`config.mk`:
```
export PLATFORM = sky130hd
export DESIGN_NAME = wb_regfile_sb_flat
export DESIGN_NICKNAME = d
export VERILOG_FILES = /design/src/rtl/wb_regfile_sb_if.sv /design/src/rtl/wb_regfile_sb.sv /design/src/flat_wrapper.sv
export SDC_FILE = /design/constraint.sdc
export NUM_CORES = 1
export LEC_CHECK = 0
export CAP_MARGIN = 20
export CORE_AREA = 3 3 308 310
export CTS_CLUSTER_SIZE = 20
export DETAILED_ROUTE_END_ITERATION = 7
export DIE_AREA = 0 0 311 313
export PLACE_DENSITY = 0.66
export SKIP_LAST_GASP = 1
export SYNTH_ARGS = -nofsm -noshare
export SYNTH_HDL_FRONTEND = slang
export SYNTH_SLANG_ARGS = --single-unit
```
`constraint.sdc`:
```
create_clock -name sys_clk -period 3.1 [get_ports sys_clk]
set_input_delay 0.775 -clock sys_clk [delete_from_list [all_inputs] [get_ports sys_clk]]
set_output_delay 0.775 -clock sys_clk [all_outputs]
set_load 0.01 [all_outputs]
```
`src/rtl/wb_regfile_sb_if.sv`:
```
// Bundle between issue/retire stages and the write-back register file.
// Read ports, destination reservation and the retire bus.
interface wb_regfile_sb_if #(
    parameter int XLEN = 32,
    parameter int NRD  = 2
);
    logic [NRD*5-1:0]    rd_addr;
    logic [NRD*XLEN-1:0] rd_data;
    logic [NRD-1:0]      rd_busy;

    logic                iss_valid;
    logic                iss_wen;
    logic [4:0]          iss_rd;
    logic                iss_ready;
    logic                flush;

    logic                wb_valid;
    logic                wb_wen;
    logic [4:0]          wb_rd;
    logic [XLEN-1:0]     wb_data;
    logic                wb_pc_wen;
    logic [XLEN-1:0]     wb_pc_wdata;

    modport master (
        output rd_addr,
        input  rd_data,
        input  rd_busy,
        output iss_valid,
        output iss_wen,
        output iss_rd,
        input  iss_ready,
        output flush,
        output wb_valid,
        output wb_wen,
        output wb_rd,
        output wb_data,
        output wb_pc_wen,
        output wb_pc_wdata
    );

    modport slave (
        input  rd_addr,
        output rd_data,
        output rd_busy,
        input  iss_valid,
        input  iss_wen,
        input  iss_rd,
        output iss_ready,
        input  flush,
        input  wb_valid,
        input  wb_wen,
        input  wb_rd,
        input  wb_data,
        input  wb_pc_wen,
        input  wb_pc_wdata
    );
endinterface

```
`src/rtl/wb_regfile_sb.sv`:
```
// Write-back stage: GPR file, scoreboard, retire bypass,
// retire-driven PC and 64-bit retired-instruction counter.
module wb_regfile_sb #(
    parameter int              XLEN     = 32,
    parameter int              NREG     = 16,
    parameter int              NRD      = 2,
    parameter bit              BYPASS   = 1'b1,
    parameter logic [XLEN-1:0] RESET_PC = XLEN'(32'h8000_0000)
) (
    input  logic                 sys_clk,
    input  logic                 sys_rst_n,
    wb_regfile_sb_if.slave       bus,
    output logic [XLEN-1:0]      pc,
    output logic [63:0]          instret,
    output logic [NREG-1:0]      pending,
    output logic                 sb_err,
    output logic [NREG*XLEN-1:0] dbg_gpr
);

    localparam int AW = (NREG > 1) ? $clog2(NREG) : 1;

    typedef logic [AW-1:0] idx_t;

    // Addresses outside the file and x0 never hold state.
    function automatic logic live(input logic [4:0] a);
        return (32'(a) < NREG) && (a != 5'd0);
    endfunction

    logic [XLEN-1:0] gpr [NREG];

    idx_t            wb_idx;
    logic            wb_live;
    logic            wb_wr;
    logic            wb_clr;

    idx_t            iss_idx;
    logic            iss_live;
    logic            iss_ok;
    logic            iss_set;

    logic [NREG-1:0] pend_nxt;

    logic [NRD*XLEN-1:0] rd_data_c;
    logic [NRD-1:0]      rd_busy_c;

    assign wb_idx  = bus.wb_rd[AW-1:0];
    assign wb_live = live(bus.wb_rd);
    assign wb_clr  = bus.wb_valid & bus.wb_wen;
    assign wb_wr   = wb_clr & wb_live;

    assign iss_idx  = bus.iss_rd[AW-1:0];
    assign iss_live = live(bus.iss_rd);

    // A reservation clears if the register is free now or
    // is being released by the retire in this same cycle.
    assign iss_ok = ~bus.flush
                  & (~bus.iss_wen
                   | ~iss_live
                   | ~pending[iss_idx]
                   | (wb_clr & (bus.wb_rd == bus.iss_rd)));

    assign iss_set = bus.iss_valid & iss_ok
                   & bus.iss_wen & iss_live;

    assign bus.iss_ready = iss_ok;

    // Read ports with optional same-cycle forwarding of retire data.
    always_comb begin
        logic [4:0] a;
        idx_t       ai;
        logic       ok;
        logic       hit;
        rd_data_c = '0;
        rd_busy_c = '0;
        a         = '0;
        ai        = '0;
        ok        = 1'b0;
        hit       = 1'b0;
        for (int k = 0; k < NRD; k++) begin
            a   = bus.rd_addr[5*k +: 5];
            ai  = a[AW-1:0];
            ok  = live(a);
            hit = BYPASS && wb_wr && (bus.wb_rd == a);
            if (ok) begin
                rd_data_c[XLEN*k +: XLEN] = hit ? bus.wb_data : gpr[ai];
                rd_busy_c[k] = pending[ai] & ~hit;
            end
        end
    end

    assign bus.rd_data = rd_data_c;
    assign bus.rd_busy = rd_busy_c;

    // Next scoreboard: retire clears, issue sets (set wins), flush zeroes.
    always_comb begin
        pend_nxt = pending;
        if (wb_wr) begin
            pend_nxt[wb_idx] = 1'b0;
        end
        if (iss_set) begin
            pend_nxt[iss_idx] = 1'b1;
        end
        if (bus.flush) begin
            pend_nxt = '0;
        end
    end

    // Scoreboard and sticky retire-of-unreserved-register flag.
    always_ff @(posedge sys_clk or negedge sys_rst_n) begin
        if (!sys_rst_n) begin
            pending <= '0;
            sb_err  <= 1'b0;
        end else begin
            pending <= pend_nxt;
            if (wb_wr && !pending[wb_idx]) begin
                sb_err <= 1'b1;
            end
        end
    end

    // PC and instret only move when an instruction retires.
    always_ff @(posedge sys_clk or negedge sys_rst_n) begin
        if (!sys_rst_n) begin
            pc      <= RESET_PC;
            instret <= '0;
        end else if (bus.wb_valid) begin
            pc      <= bus.wb_pc_wen ? bus.wb_pc_wdata
                                     : pc + XLEN'(4);
            instret <= instret + 64'd1;
        end
    end

    // Register file write; x0 and out-of-range writes are dropped.
    always_ff @(posedge sys_clk or negedge sys_rst_n) begin
        if (!sys_rst_n) begin
            for (int i = 0; i < NREG; i++) begin
                gpr[i] <= '0;
            end
        end else if (wb_wr) begin
            gpr[wb_idx] <= bus.wb_data;
        end
    end

    // Flattened register file view for difftest.
    always_comb begin
        dbg_gpr = '0;
        for (int i = 0; i < NREG; i++) begin
            dbg_gpr[XLEN*i +: XLEN] = gpr[i];
        end
    end

endmodule

```
`src/flat_wrapper.sv`:
```
// flat-port wrapper written by rule: the top's interface ports become plain ports
module wb_regfile_sb_flat 
#(
    parameter int              XLEN     = 32,
    parameter int              NREG     = 16,
    parameter int              NRD      = 2,
    parameter bit              BYPASS   = 1'b1,
    parameter logic [XLEN-1:0] RESET_PC = XLEN'(32'h8000_0000)
)
  (sys_clk, sys_rst_n, pc, instret, pending, sb_err, dbg_gpr, bus_rd_addr, bus_rd_data, bus_rd_busy, bus_iss_valid, bus_iss_wen, bus_iss_rd, bus_iss_ready, bus_flush, bus_wb_valid, bus_wb_wen, bus_wb_rd, bus_wb_data, bus_wb_pc_wen, bus_wb_pc_wdata);
  wb_regfile_sb_if #(.XLEN(XLEN), .NRD(NRD)) bus_i ();
  input  logic sys_clk;
  input  logic sys_rst_n;
  output logic [XLEN-1:0] pc;
  output logic [63:0] instret;
  output logic [NREG-1:0] pending;
  output logic sb_err;
  output logic [NREG*XLEN-1:0] dbg_gpr;
  input wire logic [$bits(bus_i.rd_addr)-1:0] bus_rd_addr;
  output wire logic [$bits(bus_i.rd_data)-1:0] bus_rd_data;
  output wire logic [$bits(bus_i.rd_busy)-1:0] bus_rd_busy;
  input wire logic [$bits(bus_i.iss_valid)-1:0] bus_iss_valid;
  input wire logic [$bits(bus_i.iss_wen)-1:0] bus_iss_wen;
  input wire logic [$bits(bus_i.iss_rd)-1:0] bus_iss_rd;
  output wire logic [$bits(bus_i.iss_ready)-1:0] bus_iss_ready;
  input wire logic [$bits(bus_i.flush)-1:0] bus_flush;
  input wire logic [$bits(bus_i.wb_valid)-1:0] bus_wb_valid;
  input wire logic [$bits(bus_i.wb_wen)-1:0] bus_wb_wen;
  input wire logic [$bits(bus_i.wb_rd)-1:0] bus_wb_rd;
  input wire logic [$bits(bus_i.wb_data)-1:0] bus_wb_data;
  input wire logic [$bits(bus_i.wb_pc_wen)-1:0] bus_wb_pc_wen;
  input wire logic [$bits(bus_i.wb_pc_wdata)-1:0] bus_wb_pc_wdata;
  assign bus_i.rd_addr = bus_rd_addr;
  assign bus_rd_data = bus_i.rd_data;
  assign bus_rd_busy = bus_i.rd_busy;
  assign bus_i.iss_valid = bus_iss_valid;
  assign bus_i.iss_wen = bus_iss_wen;
  assign bus_i.iss_rd = bus_iss_rd;
  assign bus_iss_ready = bus_i.iss_ready;
  assign bus_i.flush = bus_flush;
  assign bus_i.wb_valid = bus_wb_valid;
  assign bus_i.wb_wen = bus_wb_wen;
  assign bus_i.wb_rd = bus_wb_rd;
  assign bus_i.wb_data = bus_wb_data;
  assign bus_i.wb_pc_wen = bus_wb_pc_wen;
  assign bus_i.wb_pc_wdata = bus_wb_pc_wdata;
  wb_regfile_sb #(.XLEN(XLEN), .NREG(NREG), .NRD(NRD), .BYPASS(BYPASS), .RESET_PC(RESET_PC)) u_core (.sys_clk(sys_clk), .sys_rst_n(sys_rst_n), .bus(bus_i), .pc(pc), .instret(instret), .pending(pending), .sb_err(sb_err), .dbg_gpr(dbg_gpr));
endmodule
```
==> impl_metrics.ini, run 1 <==
[layout]
fin_nets = 3865
fin_cells = 5080
drive_above_1_share_pct = 44.2
nFillCells = 7547
area_growth_pct = 56.9

[place]
numPortBuffers = 783
gp_congestion = 1.01
dp_cells = 4809
dp_worst_setup_slack_ps = -1240
hpwl_um = 130000

[timing]
postLayoutSetupSlackWorst_ps = -393
fin_crit_ps = 3490
slew_violations = 0
rsz0062_at_grt = true
max_freq_mhz = 286
timing.final.crit_share_pct = 113
hold_viol_final = 0
tightest_slew_ps = 697
tns_ps = -19860
setup_viol = 66
skew_ps = 12.6
holdWs_ps = 102
slew_headroom_pct = 53.1

[grt]
antenna_found_initial = 25
grt-ovfl-total = 0
grt_use_total_pct = 34.7
grt_pass1_vias = 30400
grt_max_degree = 64
grt_pass1_wl_um = 242000

[status]
violations = setup timing
status = finished, violations left

[clock_network]
insertion_delay_ps = 630
root_buffer = clkbuf_16
clockBufferDepth = 3
cts_hold_buf = 0
cts_buffers = 72
htree_levels = 3
tritoncts = done
clock-sinks = 625
clk_pin_slew_ps = 60

[yosys]
netlist.area_leader.share_pct = 46.7
syn_area_um2 = 33400
yosysTopAreaCell = dfrtp_1
synthMostInstantiatedCell = dfrtp_1
synth_area_leaders = dfrtp_1 (47%), mux4_2 (17%), mux2_2 (12%)
synthTopCellsByCount = dfrtp_1 (624), mux2_2 (361), mux4_2 (251)
yosysSeqAreaShare_pct = 46.8
ys_seq_elements = 625
ys_types = 71
syn_inst = 2458
synthFlopType = dfrtp_1
synth_nets = 2552
synth_edf_count = 0
avgSynthCellArea_um2 = 13.6
async_flop_share_pct = 100
yosys_warnings = 0

[pwr]
max-vdd-ir-drop_uv = 400
fin_total_pwr_mw = 27.3
p_leak_nw = 23.4
powerDensity_nw_per_um2 = 521

[die]
initial_core_util_pct = 36.4
die_area_um2 = 97300
row_count = 111
coreArea_um2 = 91900
die_w_um = 311
top_level_ports = 784
die_h_um = 313

[worst_setup_path]
required_ps = 2320
cp_max_fo = 7
worstPathArrival_ps = 2720
start_kind = input port
crit_path_end_kind = output pin
critical_path_class = in -> out

[routing]
wl_um = 174000
ant_nets = 0
drtIter0Drc = 3660
wl_per_cell_um = 34.2
first_pass_iters = 5
vias = 30500
post_drt_via_cell_ratio = 6.00
remaining_drc_errors = 0

[worst_hold_path]
hold_path.class = in -> async

[flow_run]
drv_cap = 0
## worst paths after layout
check | from | to | slack [ps] | cells past startpoint
worst min register to register | u_core.dbg_gpr[24]$_DFFE_PN0P_ | u_core.dbg_gpr[24]$_DFFE_PN0P_ | 420 | 0
worst max register to register | u_core.pc[3]$_DFFE_PN0P_ | u_core.pc[26]$_DFFE_PN0P_ | 770 | 6
worst min-delay path | sys_rst_n | u_core.pc[8]$_DFFE_PN0P_ | 100 | 1
max in group asynchronous | sys_rst_n | u_core.dbg_gpr[170]$_DFFE_PN0P_ | 2040 | 3
worst max-delay path | bus_wb_rd[4] | bus_rd_data[28] | -390 | 12
min in group sys_clk | u_core.dbg_gpr[24]$_DFFE_PN0P_ | u_core.dbg_gpr[24]$_DFFE_PN0P_ | 420 | 0
## placed cells by master, fill, tap and decap left out, types with 20 or more instances in the layout
master / count
a21oi_2: 22
a21o_1: 25
mux2_1: 123
dfrtp_1: 621
nand3_1: 48
buf_4: 502
nand4_1: 31
buf_12: 127
nor2_1: 49
a22oi_1: 57
o21ai_0: 26
buf_2: 62
nand2_1: 79
clkbuf_16: 75
xnor2_1: 50
a21oi_1: 20
mux4_2: 251
buf_6: 58
a22o_1: 29
a22oi_2: 50
mux2_2: 360
mux2i_1: 53
clkdlybuf4s50_1: 696
## repair_timing
item,4_1_cts,5_1_grt
gates resized for setup,493,104
buffers inserted,91,35
pin swaps,49,39
endpoints found under the setup margin,67,67
cloned,15,3
## metal layers
metal	share of wire [%]	vias up	routed length (µm)	global-route usage, %
li1	-	12100	-	-
met1	40	15900	69500	47.2
met2	43	1934	75600	51.0
met3	11	472	18900	10.1
met4	5.7	14	9840	16.8
met5	0.058	-	101	0
## area by class of cell
cell class / count / area [µm²] / area share [%]
multi-input combinational: 1564 / 17600 / 33.5
clock buffer: 95 / 2020 / 3.85
antenna: 13 / 32.5 / 0.0620
tap: 1243 / 1560 / 2.96
sequential: 625 / 15600 / 29.8
clock inverter: 32 / 432 / 0.823
timing repair buffer: 1488 / 15100 / 28.8
inverter: 20 / 75.1 / 0.143
## worst max-delay path: stages
cell and delay (ps):
buf_8 90, and3b_2 340, o41ai_4 120, buf_4 170
buf_6 110, o31ai_4 260, buf_6 190, buf_12 170
buf_8 130, a21oi_4 30, a21o_1 170, buf_2 130
## where the power goes
| part | internal [mW] | switching, mW |
|---|---|---|
| combinational | 4.39 | 3.74 |
| sequential | 9.10 | 1.14 |
| clock | 5.17 | 3.80 |
## flip-flops by register name, summed over array words and instances, names as in the netlist
signal          flops
u_core.instret     64
u_core.dbg_gpr    512
u_core.pending     16
u_core.sb_err       1
u_core.pc          32
## cell families (layout without fill, tap and decap cells)
| family | after synthesis | in the layout | synth area share (%) |
|---|---|---|---|
| buffers and inverters | 269 | 1635 | 3.35 |
| muxes | 792 | 792 | 34.9 |
| and+or+nand+nor | 364 | 364 | 5.69 |
| xor gates and xnor gates | 76 | 76 | 1.99 |
| AOI/OAI and AO/OA | 330 | 330 | 7.20 |
| adders and majority gates | 2 | 2 | 0.0748 |
| DFF | 625 | 625 | 46.8 |
| other | 0 | 13 | 0 |
## metrics by stage
stage | cell area (µm²) | utilization (%)
after global routing | 52500 | 57.1
after detailed placement | 47600 | 51.7
after floorplan | 33500 | -
final | 52500 | 57.1
after global placement | 47600 | 51.7
after CTS | 51900 | 56.5
Power figures use the tool's default switching activity.
==> run 2: changes to the inputs <==
CAP_MARGIN = not set   (was 20)
SKIP_CTS_REPAIR_TIMING = 1   (was not set)
==> run 2 against run 1 <==
Hold slack better by 0.63 ps. The run still ends with setup timing left. Largest power group unchanged. Worst setup slack better by 27 ps. Total power shrank 0.14%. Clock power is essentially flat. Flip-flop and latch count unchanged. Non-clock buffer count up 5.
==> impl_metrics.ini, run 2 (synthesized netlist as in run 1, its figures left out) <==
[die]
die_h_um = 313
die_area_um2 = 97300
top_level_ports = 784
coreArea_um2 = 91900
die_w_um = 311
row_count = 111
initial_core_util_pct = 36.4

[status]
status = finished, violations left
violations = setup timing

[place]
numPortBuffers = 783
dp_cells = 4809
gp_congestion = 1.01
hpwl_um = 130000
dp_worst_setup_slack_ps = -1240

[clock_network]
clock-sinks = 625
root_buffer = clkbuf_16
insertion_delay_ps = 630
cts_buffers = 72
htree_levels = 3
clockBufferDepth = 3
tritoncts = done
clk_pin_slew_ps = 60

[pwr]
fin_total_pwr_mw = 27.3
powerDensity_nw_per_um2 = 520
p_leak_nw = 23.4
max-vdd-ir-drop_uv = 404

[worst_setup_path]
cpPeakStageDelay_ps = 440
rrSetupSlack_ps = 790
cp_max_fo = 6
required_ps = 2320
crit_path_end_kind = output pin
path_cells = buf_12 -> buf_12 -> buf_8 -> xnor2_2 -> nand4_1 -> a2111oi_4 -> buf_6 -> buf_8 -> buf_12 -> a22o_1 -> buf_2
path_common_cell = buf_12
critical_path_class = in -> out
critPathSlowestCell = a2111oi_4
start_kind = input port
worstPathArrival_ps = 2690

[timing]
hold_viol_final = 0
timing.final.crit_share_pct = 112
slew_headroom_pct = 53.3
slew_violations = 0
setup_viol = 66
fin_crit_ps = 3470
tightest_slew_ps = 694
holdWs_ps = 103
skew_ps = 12.5
rsz0062_at_grt = true
postLayoutSetupSlackWorst_ps = -366
max_freq_mhz = 288

[worst_hold_path]
hold_path.class = in -> async

[layout]
area_growth_pct = 57.2
drive_above_1_share_pct = 43.8
final_common_cell = clkdlybuf4s50_1
final_cell_mix = clkdlybuf4s50_1 (696), dfrtp_1 (620), buf_4 (511)
largest_register_ffs = 512
fin_cells = 5084
fin_nets = 3870

[routing]
vias = 30600
ant_nets = 0
wl_per_cell_um = 34.5
wl_um = 176000
post_drt_via_cell_ratio = 6.01
drtIter0Drc = 3716
first_pass_iters = 6
remaining_drc_errors = 0

[grt]
grt_pass1_vias = 29400
grt_use_total_pct = 33.5
grt_max_degree = 64
grt_pass1_wl_um = 234000
antenna_found_initial = 18
grt-ovfl-total = 0

[flow_run]
drv_cap = 0
==> run 2: power by group <==
group          switching [mW]  internal (mW)
logic                    3.74           4.37
registers                1.15           9.10
clock network            3.79           5.16
==> run 2: final timing paths <==
check	start	endpoint	depth (start not counted)
worst min register to register	u_core.dbg_gpr[25]$_DFFE_PN0P_	u_core.dbg_gpr[25]$_DFFE_PN0P_	0
min in group sys_clk	u_core.dbg_gpr[25]$_DFFE_PN0P_	u_core.dbg_gpr[25]$_DFFE_PN0P_	0
worst max-delay path	bus_rd_addr[7]	bus_rd_data[41]	11
worst min-delay path	sys_rst_n	u_core.dbg_gpr[248]$_DFFE_PN0P_	1
worst max register to register	u_core.pc[3]$_DFFE_PN0P_	u_core.pc[26]$_DFFE_PN0P_	6
max in group asynchronous	sys_rst_n	u_core.dbg_gpr[490]$_DFFE_PN0P_	3
==> run 2: routing by layer <==
metal / up-vias / part of all wire [%] / wire length, µm / GRT usage (%)
li1: 12100 / - / - / -
met1: 15900 / 40 / 69900 / 46.1
met2: 2061 / 43 / 76100 / 49.4
met3: 492 / 11 / 19100 / 9.57
met4: 2 / 5.9 / 10400 / 14.7
met5: - / 0.0074 / 13 / 0
==> run 2: worst max-delay path, delay by kind of cell <==
family          cells  cell delay [ps]
buf+inv             7              980
xor+xnor            1              100
compound gates      2              580
simple gates        1              240
==> run 2: layout make-up <==
class                      count  area, µm²
antenna                       12       30.0
clock buffer                  95       2020
clock inverter                32        432
fill                        7549      39400
inverter                      20       75.1
multi-input combinational   1564      17500
sequential                   625      15600
tap                         1243       1560
timing repair buffer        1493      15300
==> run 2: metrics by stage <==
stage	TNS, ps	util (%)	area [µm²]
global route	-21600	57.1	52500
floorplan	0	-	33500
detailed placement	-248410	51.7	47600
CTS	-77410	54.4	50000
finish	-18450	57.2	52600
global placement	-241400	51.7	47600
==> run 3: changes to the inputs <==
PLACE_DENSITY = 0.62   (was 0.66)
==> run 3 against run 2 <==
The run still ends with setup timing left. Clock power increased by 4.6%. Die area unchanged. Non-clock buffer count decreased by 226. Global-route usage decreased by 1.7 points. Clock-buffer cell count increased by 17. Routed wire length decreased by 5.7%. Via count decreased by 4.3%. Clock skew decreased by 2.0 ps. Critical endpoint is now bus_rd_data[45]. Largest cell class unchanged.
==> impl_metrics.ini, run 3 (synthesized netlist as in run 1, its figures left out) <==
[worst_setup_path]
regToRegStartpoint = u_core.pc[7]$_DFFE_PN0P_
crit_path_end_kind = output pin
start_kind = input port
r2r_cells = 5
critical_path_class = in -> out
cp.depth = 10
cp_max_fo = 6
crit_family = buffers and inverters
rrSetupSlack_ps = 860
path_common_cell = buf_6
critPathSlowestCell = a2111oi_4
worstPathArrival_ps = 2670
cpPeakStageDelay_ps = 420
path_cells = buf_16 -> buf_12 -> xnor2_4 -> nand4_1 -> a2111oi_4 -> buf_6 -> clkbuf_16 -> buf_6 -> a22o_1 -> clkbuf_2
required_ps = 2320
worstPathBufferInverterCount = 6
r2r-end = u_core.pc[21]$_DFFE_PN0P_

[routing]
remaining_drc_errors = 0
wl_per_cell_um = 34.0
drtIter0Drc = 3195
vias = 29200
wl_um = 165000
first_pass_iters = 8
post_drt_via_cell_ratio = 6.01
ant_nets = 0

[place]
numPortBuffers = 783
placed_cell_area_um2 = 46100
gp_congestion = 0.974
dp_worst_setup_slack_ps = -1150
hpwl_um = 120000

[grt]
antenna_found_initial = 7
use_met2_pct = 51.0
grt_max_degree = 71
grt_pass1_wl_um = 226000
grt_util_met3_pct = 8.80
grt_pass1_vias = 29500
grt-ovfl-total = 0
grtUsageMet1_pct = 39.7
grt_use_total_pct = 31.9
busiest_layer = met2

[layout]
fin_util_pct = 54.7
ff_latch_area_um2 = 15600
final_common_cell = clkdlybuf4s50_1
final_cell_mix = clkdlybuf4s50_1 (696), dfrtp_1 (620), mux2_2 (361)
largest_register_ffs = 512
drive_above_1_share_pct = 38.6
fin_nets = 3649
area_growth_pct = 50.4
nFillCells = 7694
multiInputGateArea_um2 = 17300
fin_area_um2 = 50300

[status]
status = finished, violations left
violations = setup timing

[clock_network]
cts_buffers = 77
tritoncts = done
htree_levels = 3
insertion_delay_ps = 630
root_buffer = clkbuf_16
clockBufferDepth = 3
clock-sinks = 625
clk_pin_slew_ps = 60

[timing]
rsz0062_at_grt = true
max_freq_mhz = 290
fin_crit_ps = 3450
setup_viol = 65
hold_viol_final = 0
skew_ps = 10.5
slew_violations = 0
timing.final.crit_share_pct = 111
postLayoutSetupSlackWorst_ps = -345
holdWs_ps = 155
slew_headroom_pct = 47.6
tightest_slew_ps = 786

[die]
die_h_um = 313
die_w_um = 311
row_count = 111
top_level_ports = 784
coreArea_um2 = 91900
die_area_um2 = 97300
initial_core_util_pct = 36.4

[flow_run]
drv_cap = 0

[pwr]
p_leak_nw = 22.4
max-vdd-ir-drop_uv = 368
fin_total_pwr_mw = 26.7
powerDensity_nw_per_um2 = 532

[worst_hold_path]
hold_path.class = in -> async
## run 3: stage by stage
step,std cells,setup TNS (ps)
finish,4865,-14710
detailed placement,4627,-133860
floorplan,2458,0
global placement,4627,-118160
CTS,4768,-71800
global route,4862,-17620
## run 3: worst max path at each step
stage | start | end
after CTS | bus_wb_wen | bus_rd_data[13]
after global routing | bus_rd_addr[5] | bus_rd_data[34]
after detailed placement | bus_wb_valid | bus_rd_data[13]
after global placement | bus_wb_wen | bus_rd_data[16]
after floorplan | bus_rd_addr[6] | bus_rd_data[43]
final | bus_rd_addr[5] | bus_rd_data[45]
## run 3: final cells by class
type | instances | share of cell area [%]
Sequential cell | 625 | 31.1
Clock inverter | 29 | 0.714
Clock buffer | 112 | 4.48
Tap cell | 1243 | 3.09
Antenna cell | 5 | 0.0249
Inverter | 20 | 0.149
Multi-Input combinational cell | 1564 | 34.4
Timing Repair Buffer | 1267 | 26.1
## run 3: layer usage
metal | routed length (µm) | part of all wire [%] | vias to the layer above
met3 | 16300 | 9.9 | 419
met4 | 10000 | 6.1 | 0
li1 | - | - | 11700
met5 | 0 | 0 | -
met1 | 62100 | 38 | 15300
met2 | 77000 | 47 | 1768
## run 3: worst register-to-register path, delay by kind of cell (launching register included)
| kind | cells | cell delay, ps |
|---|---|---|
| simple gates | 5 | 1700 |
| flops | 1 | 470 |
## run 3: power breakdown
group	switching, mW	internal [mW]
Combinational	3.13	3.90
Sequential	1.25	9.10
Clock	3.73	5.64
Total	8.10	18.6
